### src/rtl/amber_wb_fetch_responder_if.sv
// 128-bit Wishbone bus between the amber core (master) and the fetch responder (slave).
interface amber_wb_fetch_responder_if;
  logic [31:0]  core_adr;
  logic [15:0]  core_sel;
  logic         core_we;
  logic [127:0] core_wdat;
  logic         core_cyc;
  logic         core_stb;
  logic [127:0] core_rdat;
  logic         core_ack;
  logic         core_err;

  modport master (
    output core_adr, core_sel, core_we, core_wdat, core_cyc, core_stb,
    input  core_rdat, core_ack, core_err
  );

  modport slave (
    input  core_adr, core_sel, core_we, core_wdat, core_cyc, core_stb,
    output core_rdat, core_ack, core_err
  );
endinterface

### src/rtl/amber_wb_fetch_responder.sv
// Wishbone slave feeding queued 32-bit instructions to the amber core's 128-bit fetch bus.
// Define AMBER_FETCH_RESPONDER_ERR_EN to answer empty-queue reads with core_err instead of FILLER.
module amber_wb_fetch_responder #(
  parameter int unsigned DEPTH       = 8,
  parameter int unsigned WAIT_STATES = 0,
  parameter logic [31:0] FILLER      = 32'hF0801003
) (
  input  logic                     clk,
  input  logic                     rst_n,
  input  logic                     inst_valid,
  input  logic [31:0]              inst_data,
  output logic                     inst_ready,
  output logic [$clog2(DEPTH):0]   q_level,
  amber_wb_fetch_responder_if.slave bus,
  output logic                     wr_valid,
  output logic [31:0]              wr_adr,
  output logic [31:0]              wr_dat,
  output logic [15:0]              fetch_count
);

`ifdef AMBER_FETCH_RESPONDER_ERR_EN
  localparam bit ERR_EN = 1'b1;
`else
  localparam bit ERR_EN = 1'b0;
`endif

  localparam int unsigned PW        = $clog2(DEPTH);
  localparam logic [PW:0]   FULL_LVL  = (PW + 1)'(DEPTH);
  localparam logic [PW:0]   LVL_ONE   = (PW + 1)'(1);
  localparam logic [PW-1:0] PTR_ONE   = PW'(1);
  localparam logic [3:0]    WAIT_LAST = (WAIT_STATES > 0) ? 4'(WAIT_STATES - 1) : 4'd0;

  typedef enum logic [1:0] {S_IDLE, S_WAIT, S_RESP} state_t;

  state_t        state;
  logic [3:0]    wait_cnt;
  logic [31:0]   lat_adr;
  logic          lat_we;

  logic [31:0]   mem [DEPTH];
  logic [PW-1:0] wr_ptr;
  logic [PW-1:0] rd_ptr;
  logic [PW:0]   count;

  logic          req;
  logic          go_resp;
  logic [31:0]   cur_adr;
  logic          cur_we;
  logic [1:0]    lane;
  logic          q_empty;
  logic          q_full;
  logic          push;
  logic          pop;
  logic          rd_err;
  logic [31:0]   head;
  logic [127:0]  rdat_next;

  assign req        = bus.core_cyc & bus.core_stb;
  assign q_empty    = (count == '0);
  assign q_full     = (count == FULL_LVL);
  assign inst_ready = ~q_full;
  assign q_level    = count;

  // The response is decided on the edge that enters RESP; in IDLE (zero wait states)
  // the request fields have not been latched yet, so they come straight off the bus.
  always_comb begin
    // NOTE: every always_comb output gets a default first so no path can infer a latch.
    go_resp = 1'b0;
    cur_adr = lat_adr;
    cur_we  = lat_we;
    unique case (state)
      S_IDLE: begin
        cur_adr = bus.core_adr;
        cur_we  = bus.core_we;
        go_resp = req && (WAIT_STATES == 0);
      end
      S_WAIT:  go_resp = req && (wait_cnt == WAIT_LAST);
      default: go_resp = 1'b0;
    endcase
  end

  assign lane   = cur_adr[3:2];
  assign rd_err = ERR_EN && go_resp && !cur_we && q_empty;
  assign pop    = go_resp && !cur_we && !q_empty;
  // Full is judged before any same-cycle pop, so a pop never frees room for a push.
  assign push   = inst_valid && !q_full;
  assign head   = q_empty ? FILLER : mem[rd_ptr];

  always_comb begin
    rdat_next = {4{FILLER}};
    rdat_next[{lane, 5'b00000} +: 32] = head;
  end

  // NOTE: the storage array has no reset; entries are only ever read behind count.
  always_ff @(posedge clk) begin
    if (push) mem[wr_ptr] <= inst_data;
  end

  always_ff @(posedge clk or negedge rst_n) begin
    if (!rst_n) begin
      wr_ptr <= '0;
      rd_ptr <= '0;
      count  <= '0;
    end else begin
      // NOTE: sequential state uses non-blocking assignments so every flop sees pre-edge values.
      if (push) wr_ptr <= wr_ptr + PTR_ONE;
      if (pop)  rd_ptr <= rd_ptr + PTR_ONE;
      unique case ({push, pop})
        2'b10:   count <= count + LVL_ONE;
        2'b01:   count <= count - LVL_ONE;
        default: count <= count;
      endcase
    end
  end

  always_ff @(posedge clk or negedge rst_n) begin
    if (!rst_n) begin
      state         <= S_IDLE;
      wait_cnt      <= '0;
      lat_adr       <= '0;
      lat_we        <= 1'b0;
      bus.core_ack  <= 1'b0;
      bus.core_err  <= 1'b0;
      bus.core_rdat <= '0;
      wr_valid      <= 1'b0;
      wr_adr        <= '0;
      wr_dat        <= '0;
      fetch_count   <= '0;
    end else begin
      bus.core_ack <= 1'b0;
      bus.core_err <= 1'b0;
      wr_valid     <= 1'b0;

      unique case (state)
        S_IDLE: begin
          if (req) begin
            lat_adr  <= bus.core_adr;
            lat_we   <= bus.core_we;
            wait_cnt <= '0;
            state    <= (WAIT_STATES == 0) ? S_RESP : S_WAIT;
          end
        end
        S_WAIT: begin
          if (!req)                       state    <= S_IDLE;
          else if (wait_cnt == WAIT_LAST) state    <= S_RESP;
          else                            wait_cnt <= wait_cnt + 4'd1;
        end
        S_RESP:  state <= S_IDLE;
        default: state <= S_IDLE;
      endcase

      // ack/err and their data are registered so they are valid for the whole RESP cycle.
      if (go_resp) begin
        if (rd_err) begin
          bus.core_err <= 1'b1;
        end else begin
          bus.core_ack <= 1'b1;
          if (cur_we) begin
            wr_valid <= 1'b1;
            wr_adr   <= cur_adr;
            wr_dat   <= bus.core_wdat[{lane, 5'b00000} +: 32];
          end else begin
            bus.core_rdat <= rdat_next;
            if (fetch_count != 16'hFFFF) fetch_count <= fetch_count + 16'd1;
          end
        end
      end
    end
  end

endmodule

### src/flat_wrapper.sv
// flat-port wrapper written by rule: the top's interface ports become plain ports
module amber_wb_fetch_responder_flat 
#(
  parameter int unsigned DEPTH       = 8,
  parameter int unsigned WAIT_STATES = 0,
  parameter logic [31:0] FILLER      = 32'hF0801003
)
  (clk, rst_n, inst_valid, inst_data, inst_ready, q_level, wr_valid, wr_adr, wr_dat, fetch_count, bus_core_adr, bus_core_sel, bus_core_we, bus_core_wdat, bus_core_cyc, bus_core_stb, bus_core_rdat, bus_core_ack, bus_core_err);
  amber_wb_fetch_responder_if bus_i ();
  input  logic clk;
  input  logic rst_n;
  input  logic inst_valid;
  input  logic [31:0] inst_data;
  output logic inst_ready;
  output logic [$clog2(DEPTH):0] q_level;
  output logic wr_valid;
  output logic [31:0] wr_adr;
  output logic [31:0] wr_dat;
  output logic [15:0] fetch_count;
  input wire logic [$bits(bus_i.core_adr)-1:0] bus_core_adr;
  input wire logic [$bits(bus_i.core_sel)-1:0] bus_core_sel;
  input wire logic [$bits(bus_i.core_we)-1:0] bus_core_we;
  input wire logic [$bits(bus_i.core_wdat)-1:0] bus_core_wdat;
  input wire logic [$bits(bus_i.core_cyc)-1:0] bus_core_cyc;
  input wire logic [$bits(bus_i.core_stb)-1:0] bus_core_stb;
  output wire logic [$bits(bus_i.core_rdat)-1:0] bus_core_rdat;
  output wire logic [$bits(bus_i.core_ack)-1:0] bus_core_ack;
  output wire logic [$bits(bus_i.core_err)-1:0] bus_core_err;
  assign bus_i.core_adr = bus_core_adr;
  assign bus_i.core_sel = bus_core_sel;
  assign bus_i.core_we = bus_core_we;
  assign bus_i.core_wdat = bus_core_wdat;
  assign bus_i.core_cyc = bus_core_cyc;
  assign bus_i.core_stb = bus_core_stb;
  assign bus_core_rdat = bus_i.core_rdat;
  assign bus_core_ack = bus_i.core_ack;
  assign bus_core_err = bus_i.core_err;
  amber_wb_fetch_responder #(.DEPTH(DEPTH), .WAIT_STATES(WAIT_STATES), .FILLER(FILLER)) u_core (.clk(clk), .rst_n(rst_n), .inst_valid(inst_valid), .inst_data(inst_data), .inst_ready(inst_ready), .q_level(q_level), .bus(bus_i), .wr_valid(wr_valid), .wr_adr(wr_adr), .wr_dat(wr_dat), .fetch_count(fetch_count));
endmodule
### config.mk
export PLATFORM = sky130hd
export DESIGN_NAME = amber_wb_fetch_responder_flat
export DESIGN_NICKNAME = d
export VERILOG_FILES = /design/src/rtl/amber_wb_fetch_responder_if.sv /design/src/rtl/amber_wb_fetch_responder.sv /design/src/flat_wrapper.sv
export SDC_FILE = /design/constraint.sdc
export NUM_CORES = 1
export LEC_CHECK = 0
export ABC_CLOCK_PERIOD_IN_PS = 4500
export BUFFER_PORTS_ARGS = -buffer_cell sky130_fd_sc_hd__buf_2
export CORE_MARGIN = 2
export CORE_UTILIZATION = 35
export CTS_CLUSTER_DIAMETER = 100
export DETAILED_ROUTE_END_ITERATION = 6
export MAX_ROUTING_LAYER = met4
export PLACE_DENSITY_LB_ADDON = 0.12
export SLEW_MARGIN = 20
export SYNTH_ARGS = -nofsm -noshare
export SYNTH_HDL_FRONTEND = slang
export SYNTH_SLANG_ARGS = --single-unit
### constraint.sdc
create_clock -name clk -period 4.5 [get_ports clk]
set_clock_uncertainty 0.15 [all_clocks]
set_input_delay 0.225 -clock clk [delete_from_list [all_inputs] [get_ports clk]]
set_output_delay 0.225 -clock clk [all_outputs]
set_load 0.03 [all_outputs]
# Word-level counts from Yosys, hierarchy flattened
# Memory sizes are Yosys's and may differ from the RTL's.
# Cells that the tools add are included.
# totals
ramBits	256
wordCells	75
memories	1
in_bits	214
ff_bits	259
# op_classes
n_addsub	7
n_reduce_logical	18
mux	18
eq_ne	9
bitwise_logic	6
shift	3
# memory_table
memory	depth	word_bits	read_ports	rd_clocked_by_memory_dff	write_ports	line	text
u_core.mem	8	32	1	0	1	amber_wb_fetch_responder.sv:40	logic [31:0] mem [DEPTH];
# op_table
cell	count
variable shift 32 x 9 -> 128 bit (first input constant)	1
variable part select 128 x 8 -> 32 bit	1
variable part select 32 x 9 -> 128 bit	1
bitwise AND 96 bit	1
two-way mux 32 bit	2
inverter 32 bit	1
bitwise OR 32 bit	1
adder 16 x 1 -> 16 bit (second input constant)	1
inequality test 16 bit (second input constant)	1
case mux 4 bit (2 select lines)	2
two-way mux 4 bit	3
negator 7 -> 9 bit	1
adder 4 x 1 -> 4 bit (second input constant)	2
zero test 4 bit	2
AND reduction 2 bit	4
adder 3 x 1 -> 3 bit (second input constant)	2
two-way mux 1 bit	6
two-way mux 2 bit	3
== test 2 x 1 -> 1 bit (second input constant)	2
== test 4 bit (second input constant)	1
logical AND 1 bit	4
inequality test 2 x 1 -> 1 bit (second input constant)	2
case mux 2 bit (2 select lines)	1
AND reduction 4 bit	1
other kinds (11)	15

# Depth between registers and ports, before layout
# Gate-level depths: netlist of run 1.
# depth
ltp_word	7
mapped_depth	11
ltp_nobuf	9

# Worst setup path before layout of run 1
# No wires, ideal clock.
# synth_path
kind	register to register
start	register u_core.count[1] (netlist: u_core.q_level[1])
end	memory u_core.mem[0][0], enable pin
arrival_ps	3703
setup_slack_ps	186
stages_incl_launch_ff	6
setup_time_ps	461
cell_sequence	dfrtp_1 > buf_2 > or4b_2 > nand2_1 > or2_2 > nor3_1
# synth_between
elab_chain_cells	5
# synth_lines
element	line	text
from (decl)	amber_wb_fetch_responder.sv:43	logic [PW:0] count;
from (signal assigned)	amber_wb_fetch_responder.sv:109	2'b10: count <= count + LVL_ONE;
from (signal assigned)	amber_wb_fetch_responder.sv:110	2'b01: count <= count - LVL_ONE;
from (signal assigned)	amber_wb_fetch_responder.sv:111	default: count <= count;
== test 4 bit	amber_wb_fetch_responder.sv:60	assign q_full = (count == FULL_LVL);
zero test 1 bit	amber_wb_fetch_responder.sv:86	assign push = inst_valid && !q_full;
logical AND 1 bit	amber_wb_fetch_responder.sv:86	
two-way mux 1 bit	amber_wb_fetch_responder.sv:96	if (push) mem[wr_ptr] <= inst_data;
two-way mux 1 bit (not written as such)	amber_wb_fetch_responder.sv:96	
to (decl)	amber_wb_fetch_responder.sv:40	
# No other way between the ends.

# Worst setup path in the final report of run 1
# layout_path
start	register u_core.state[1]
end	register u_core.wr_dat[10]
# layout_between
elab_chain_cells	3
# layout_lines
element	line	text
from (decl)	amber_wb_fetch_responder.sv:35	state_t state;
from (signal assigned)	amber_wb_fetch_responder.sv:140	state <= (WAIT_STATES == 0) ? S_RESP : S_WAIT;
zero test 2 bit or == test 2 x 1 -> 1 bit (tied branches)	amber_wb_fetch_responder.sv:71	unique case (state)
two-way mux 32 bit (tied with other cells)	amber_wb_fetch_responder.sv:71	
variable part select 128 x 8 -> 32 bit or AND reduction 2 bit (tied branches)	-	
to (signal assigned)	amber_wb_fetch_responder.sv:161	wr_dat <= bus.core_wdat[{lane, 5'b00000} +: 32];
to (decl)	amber_wb_fetch_responder.sv:17	output logic [31:0] wr_dat,
# Parallel ways exist; a longest one is shown, timed or not.
# A chain may end at the register's enable or synchronous reset.

==> key figures, run 1 <==
Finish
  • Synth-to-Final Area Change: 28.8%
  • Area occupied by multi-input gates: 7550 um^2
  • Most common cell after layout, fill and taps aside: nand2_1
  • Nets: 2658
  • Commonest non-fill, non-tap cells in the layout: nand2_1, buf_2, edfxtp_1, dfrtp_1, dlygate4sd3_1
  • Layout cell share with drive strength beyond 1: 23.9%
  • Final Core Density: 45.4%
  • FILL cells: 5901
  • Sequential standard cell area: around 14000 um^2

Synth
  • Sequential area share after synthesis: 63.4%
  • Ys async rst share: around half
  • Post-synth EDFFs: 256
  • Mapped Cells: 1898
  • Yosys cell types: 60
  • Syn. warnings: 0
  • Post-Synth XOR/XNOR Area: less than 1%
  • Main synth FF type: edfxtp_1
  • Largest family of logic cells by synthesized area: simple AND/OR/NAND/NOR gates
  • Syn_nets: ~2100
  • Adder-Cell Fraction of Synth Area: 0.566%
  • #FFs+latches synth: 509
  • Synth top area share: 34.8%
  • Post-synthesis mux area share: 5.54%
  • Compound-Gate Fraction of Synth Area: 9.72%
  • Mapped cell area: 22100 um^2
  • Area leader, netlist: edfxtp_1
  • Post-synthesis simple-gate area fraction: 17.1%
  • Avg Inst Size Synth: 11.6 um^2
  • Top cells by area, synth: edfxtp_1, dfrtp_1, nand2_1

Clock tree
  • Cts bufs inserted: 56
  • Hold-fix buffers, CTS: 160
  • Clock latency on the worst-skew pair: about 0.62 ns
  • Clock Sinks: 509
  • Root buffer cell: clkbuf_16
  • Postcts setup bufs: 0
  • Max Buffers Root-to-Sink: 3
  • Clk slew on worst S/H paths: 0.06 ns
  • CTS tree: built
  • H-tree depth: 2
  • CTS resizes: 0

Power and ir drop
  • Net Sw Frac: 36.5%
  • VDD IR max: 0.304 mV
  • Sw Pwr: 0.00583 W
  • Clk pwr share: 28.5%
  • Leakage: 12.4 nW
  • Reg power frac: 38.6%
  • Internal power: 0.0101 W
  • Cell Pwr Density: 561 nW/um^2
  • Comb power frac: 32.9%

GRT
  • First-pass GRT wire length: 101 mm
  • Total GRT Usage: 21.2%
  • Gr ovfl total: 0
  • Largest net degree at the start of global routing: 101
  • Number of global-route vias before repair: 16400
  • Initial antenna violation count: 15

Floorplan
  • Ports: 430
  • Initial Util: 35.2%
  • Core footprint: 62700 um^2
  • Num rows: 92
  • Chip height: between 200 and 300 um
  • Die area: 65200 um^2
  • Die width: roughly 260 um

Drt
  • Via-to-Cell Ratio: 4.97
  • Wire per inst: slightly above 20 um
  • Initial DRC Count: approximately 1100
  • First-pass DRT Iterations: 7
  • Antenna-violating nets left: 0
  • Total Wirelength: between 60 and 70 mm
  • DRC errors left: 0
  • Via count: roughly 17000

Timing
  • Tmin final: about 4.2 ns
  • Final Hold Viols: 0
  • Setup TNS: 0 ns
  • Part of the cycle the worst path needs: 92.7%
  • Fin. max-slew vios: 0
  • Least-Margin Pin Slew: 1.02 ns
  • Relative slew slack: 31.7%
  • Maximum clock rate: 0.240 GHz
  • RSZ-0062 raised after global routing: false
  • Setup violation total in the final timing report: 0

Setup path
  • Startpoint types: flip-flop
  • CP Data Arrival Time: approximately 4.6 ns
  • FF-to-FF setup slack: roughly 0.33 ns
  • WP data required: ~4.9 ns
  • WS Path Type: flip-flop to flip-flop
  • Critical Path Fanout Max: 65
  • Critical Path Sink Type: flip-flop

Min path
  • Hold Path Class: primary input to async pin

Placement
  • PortBufs: ~410
  • Gpl congestion: 0.871
  • Dpl hpwl: 45.0 mm

Run status
  • Run status: completed

Flow run
  • Max Cap Viol: 0
worst paths after layout:
path | from | end | cells after the start
setup / recovery | u_core.state[1]$_DFFE_PN0P_ | u_core.wr_dat[10]$_DFFE_PN0P_ | 8
hold / removal | rst_n | u_core.wr_adr[16]$_DFFE_PN0P_ | 2
setup reg to reg | u_core.state[1]$_DFFE_PN0P_ | u_core.wr_dat[10]$_DFFE_PN0P_ | 8
min in group clk | bus_core_wdat[124] | u_core.wr_dat[28]$_DFFE_PN0P_ | 4
hold reg to reg | u_core.lat_adr[30]$_DFFE_PN0N_ | u_core.lat_adr[30]$_DFFE_PN0N_ | 2
max in group asynchronous | rst_n | u_core.wr_dat[1]$_DFFE_PN0P_ | 3
stage by stage:
step | power (W) | area, um^2 | worst slack, ns | std cells | hold WS, ns
3_5_place_dp | 0.0114 | 25000 | 1.15 | 3061 | 0.143
6_report | 0.0160 | 28500 | 0.327 | 3336 | 0.0400
2_1_floorplan | 0.00947 | 22100 | 0.186 | 1898 | -0.221
5_1_grt | 0.0168 | 28500 | 0.0934 | 3336 | 0.0240
3_3_place_gp | 0.0113 | 25000 | 1.21 | 3061 | 0.120
4_1_cts | 0.0162 | 28400 | 0.340 | 3324 | 0.0159
cell usage after synthesis (all sizes together), types with 3 or more instances:
cell and number:
ha 10, o31ai 32, mux2 20, nand4 6, nor2 93, edfxtp 256
xnor2 13, o211a 8, buf 67, a21oi 28, a211oi 24, nand2 428
nor3b 3, inv 6, o211ai 34, dfrtp 253, o21ai 132, clkbuf 60
nand2b 100, mux2i 96, nand3 8, nor2b 54, o2bb2ai 8, nor3 5
xor2 6, a221oi 48, and2 4, nor4 10, and3 66
power by group through the flow:
stage	Clock, W	Combinational [W]	Sequential, W
2_1_floorplan	0	0.00277	0.00670
3_3_place_gp	0	0.00507	0.00623
3_5_place_dp	0	0.00511	0.00626
4_1_cts	0.00468	0.00532	0.00617
5_1_grt	0.00486	0.00568	0.00626
6_report	0.00454	0.00525	0.00617
logic make-up (layout without fill, tap and decap cells):
kind of cell,count (synthesis),after routing
buf+inv,133,714
fa+ha+maj,10,10
simple gates,789,789
xor+xnor,19,19
other cells,1,12
mux,116,116
flops,509,509
compound gates,321,321
flip-flops by register name, indices dropped and copies added, names as in the netlist:
name / count
u_core.state: 1
u_core.wr_ptr: 3
u_core.bus.core_ack: 1
u_core.wr_valid: 1
u_core.wr_dat: 32
u_core.bus.core_rdat: 128
u_core.q_level: 4
u_core.wr_adr: 32
u_core.fetch_count: 16
u_core.mem: 256
u_core.rd_ptr: 3
u_core.lat_adr: 32
cell type report:
type,instances,share of cell area [%]
repair buffers,605,13.9
clock inverters,13,0.378
inverters,6,0.0791
multi-input cells,1256,26.5
flip-flops and latches,509,49.3
clock buffers,90,6.04
diodes,11,0.0967
well taps,846,3.72
worst max-delay path: stages, from the launching register on:
cell and delay, ns:
dfrtp_2 0.75, buf_4 0.43, mux2i_4 0.41, buf_4 0.61, nand2_1 0.11, and3_1 0.18
dlygate4sd3_1 0.56, o31ai_1 0.25, dlygate4sd3_1 0.61
per-layer routing:
| metal | vias to the layer above | part of all wire (%) | track usage [%] |
|---|---|---|---|
| met5 | - | 0 | - |
| met4 | 0 | 3.6 | 7.60 |
| met3 | 137 | 5.9 | 4.47 |
| met2 | 433 | 49 | 35.5 |
| met1 | 8207 | 42 | 25.1 |
| li1 | 7792 | - | - |
(Power assumes the default switching activity.)
==> run 2: changes to the inputs <==
- PLACE_DENSITY: unset -> 0.59
- PLACE_DENSITY_LB_ADDON: 0.12 -> unset
==> run 2 against run 1 <==
  * Clock-buffer cell count is 6 lower
  * Non-clock buffer count up 6
  * Worst hold slack better by 0.012 ns
  * Critical path depth shrank 1
  * Sequential power rose by 0.6%
==> key figures, run 2 (synthesis results as in run 1) <==
Power and ir drop
  • Comb power frac: 32.5% (-0.4 points)
  • Sw Pwr: 0.00596 W (+2.2%)
  • Pwr Total: 0.0163 W (+2.3%)
  • Clk pwr share: 29.4% (+0.9 points)
  • Internal power: 0.0104 W (+2.3%)
  • Cell Pwr Density: 569 nW/um^2 (+1.5%)
  • Reg power frac: 38.0% (-0.6 points)
  • Leakage: 12.5 nW (+0.80%)
  • VDD IR max: 0.318 mV (+4.9%)
  • Net Sw Frac: 36.5% (about the same)

Clock tree
  • Clk slew on worst S/H paths: 0.06 ns (about the same)
  • Hold-fix buffers, CTS: 163 (+1.9%)
  • Clock latency on the worst-skew pair: 0.63 ns (about the same)
  • Cts bufs inserted: 55 (-1.8%)
  • CTS resizes: 0 (unchanged)
  • Clock Sinks: 509 (unchanged)
  • CTS tree: built
  • H-tree depth: 2 (unchanged)
  • Postcts setup bufs: 0 (unchanged)
  • Max Buffers Root-to-Sink: 3 (unchanged)
  • Root buffer cell: clkbuf_16

Setup path
  • CP top delay family: buffers and inverters
  • Crit-path most repeated cell: dlygate4sd3_1
  • Critical Path Fanout Max: 65 (unchanged)
  • FF-to-FF Start: u_core.state[1]$_DFFE_PN0P_
  • Critical path cell sequence: mux2i_4 -> buf_4 -> nand2_1 -> and3_1 -> dlygate4sd3_1 -> o31ai_1 -> dlygate4sd3_1
  • Critical path destination: u_core.wr_dat[15]$_DFFE_PN0P_
  • Critical-path top delay cell: dfrtp_2
  • WP data required: 4.91 ns (+0.03 ns)
  • WS Path Type: flip-flop to flip-flop
  • CP Data Arrival Time: 4.37 ns (-0.18 ns)
  • Critical Path Sink Type: flip-flop
  • Reg-to-reg critical path endpoint: u_core.wr_dat[15]$_DFFE_PN0P_
  • Startpoint types: flip-flop
  • Worst path depth: 7 (-1)
  • Critical Path Start: u_core.state[1]$_DFFE_PN0P_
  • Crit-path max cell delay: 0.84 ns (+0.09 ns)
  • FF-to-FF setup slack: 0.54 ns (+0.21 ns)
  • Reg2reg path depth: 7 (-1)
  • CP bufs+invs: 3 (-1)

Finish
  • Synth-to-Final Area Change: 29.8%
  • Largest reg by FF count: u_core.mem
  • FILL cells: 5656 (-4.2%)
  • Commonest non-fill, non-tap cells in the layout: nand2_1, buf_2, edfxtp_1, dfrtp_1, dlygate4sd3_1
  • Top flop regs: u_core.mem x256, u_core.bus.core_rdat x128
  • Nets: 2663 (+0.19%)
  • Most common cell after layout, fill and taps aside: nand2_1
  • Final Core Density: 45.7% (+0.34 points)
  • Max reg flops: 256 (unchanged)
  • Layout cell share with drive strength beyond 1: 24.4% (+0.46 points)

Floorplan
  • Chip height: 255 um (unchanged)
  • Num rows: 92 (unchanged)
  • Ports: 430 (unchanged)
  • Die width: 255 um (unchanged)
  • Die area: 65200 um^2 (unchanged)
  • Core footprint: 62700 um^2 (unchanged)
  • Initial Util: 35.2% (unchanged)

GRT
  • Total GRT Usage: 20.9% (-0.25 points)
  • Largest net degree at the start of global routing: 105 (+4.0%)
  • Number of global-route vias before repair: 16400 (-0.27%)
  • First-pass GRT wire length: 99.7 mm (-1.0%)
  • Gr ovfl total: 0 (unchanged)
  • Initial antenna violation count: 14 (-1)

Timing
  • WHS: 0.0518 ns (+0.0119 ns)
  • Tmin final: 3.96 ns (-0.213 ns)
  • Setup TNS: 0 ns (unchanged)
  • Fin worst setup slack: 0.540 ns (+0.213 ns)
  • Final Hold Viols: 0 (unchanged)
  • Relative slew slack: 31.8% (+0.13 points)
  • Setup violation total in the final timing report: 0 (unchanged)
  • Least-Margin Pin Slew: 1.02 ns (-0.00530 ns)
  • Maximum clock rate: 0.253 GHz (+5.4%)
  • Fin. max-slew vios: 0 (unchanged)
  • Part of the cycle the worst path needs: 88.0% (-4.7 points)
  • RSZ-0062 raised after global routing: false

Drt
  • Total Wirelength: 68.7 mm (-0.26%)
  • Via-to-Cell Ratio: 5.01 (+0.96%)
  • Antenna-violating nets left: 0 (unchanged)
  • Via count: 16800 (+1.2%)
  • First-pass DRT Iterations: 5 (-2)
  • DRC errors left: 0 (unchanged)
  • Initial DRC Count: 1150 (+6.2%)
  • Wire per inst: 20.5 um (-0.53%)

Run status
  • Run status: completed

Placement
  • Dpl hpwl: 46.2 mm (+2.5%)
  • Place WS: 1.25 ns (+0.101 ns)
  • Gpl congestion: 0.846 (-2.8%)
  • PortBufs: 412 (unchanged)

Min path
  • Hold Path Class: primary input to async pin

Flow run
  • Max Cap Viol: 0 (unchanged)
==> run 2: changes by cell type in the layout (fill, tap and decap cells not counted), moves of 2 or more <==
cell and delta:
clkbuf_1 -8, bufinv_16 +3, clkinv_16 +2, diode_2 +2, buf_4 +4, clkinv_4 +2, dlygate4sd3_1 +2
==> run 2: layer usage <==
metal	vias to the layer above	wire length, um	global-route usage [%]
li1	7827	-	-
met1	8298	28000	24.6
met2	517	33900	35.3
met3	131	4130	4.13
met4	0	2700	8.14
met5	-	0	-
==> run 2: layout make-up <==
| cell class | instances | area (um^2) | share of cell area (%) |
|---|---|---|---|
| Multi-Input combinational cell | 1256 | 7540 | 26.3 |
| Antenna cell | 13 | 32.5 | 0.113 |
| Sequential cell | 509 | 14000 | 48.9 |
| Clock buffer | 84 | 1710 | 5.97 |
| Clock inverter | 20 | 280 | 0.977 |
| Tap cell | 846 | 1060 | 3.69 |
| Inverter | 6 | 22.5 | 0.0785 |
| Timing Repair Buffer | 611 | 4010 | 14.0 |
==> run 2: worst min-delay path by stage <==
stage	start	to	slack [ns]	cells past startpoint
final	rst_n	u_core.bus.core_rdat[120]$_DFFE_PN0P_	0.05	2
after floorplan	rst_n	u_core.bus.core_ack$_DFF_PN0_	-0.22	0
after global routing	bus_core_cyc	u_core.state[1]$_DFFE_PN0P_	0.12	3
after CTS	bus_core_stb	u_core.bus.core_rdat[63]$_DFFE_PN0P_	0.05	4
after detailed placement	rst_n	u_core.bus.core_rdat[120]$_DFFE_PN0P_	0.16	1
after global placement	rst_n	u_core.bus.core_rdat[120]$_DFFE_PN0P_	0.16	1
==> run 2: per-stage QoR <==
step	cell area (um^2)	cells
2_1_floorplan	22100	1898
3_3_place_gp	25000	3065
3_5_place_dp	25000	3065
4_1_cts	28700	3332
5_1_grt	28700	3345
6_report	28700	3345
==> run 2: power groups by stage <==
stage / Combinational, W / Clock [W] / Sequential [W]
global route: 0.00571 / 0.00509 / 0.00630
global placement: 0.00506 / 0 / 0.00627
floorplan: 0.00277 / 0 / 0.00670
CTS: 0.00536 / 0.00490 / 0.00621
finish: 0.00531 / 0.00481 / 0.00621
detailed placement: 0.00513 / 0 / 0.00630
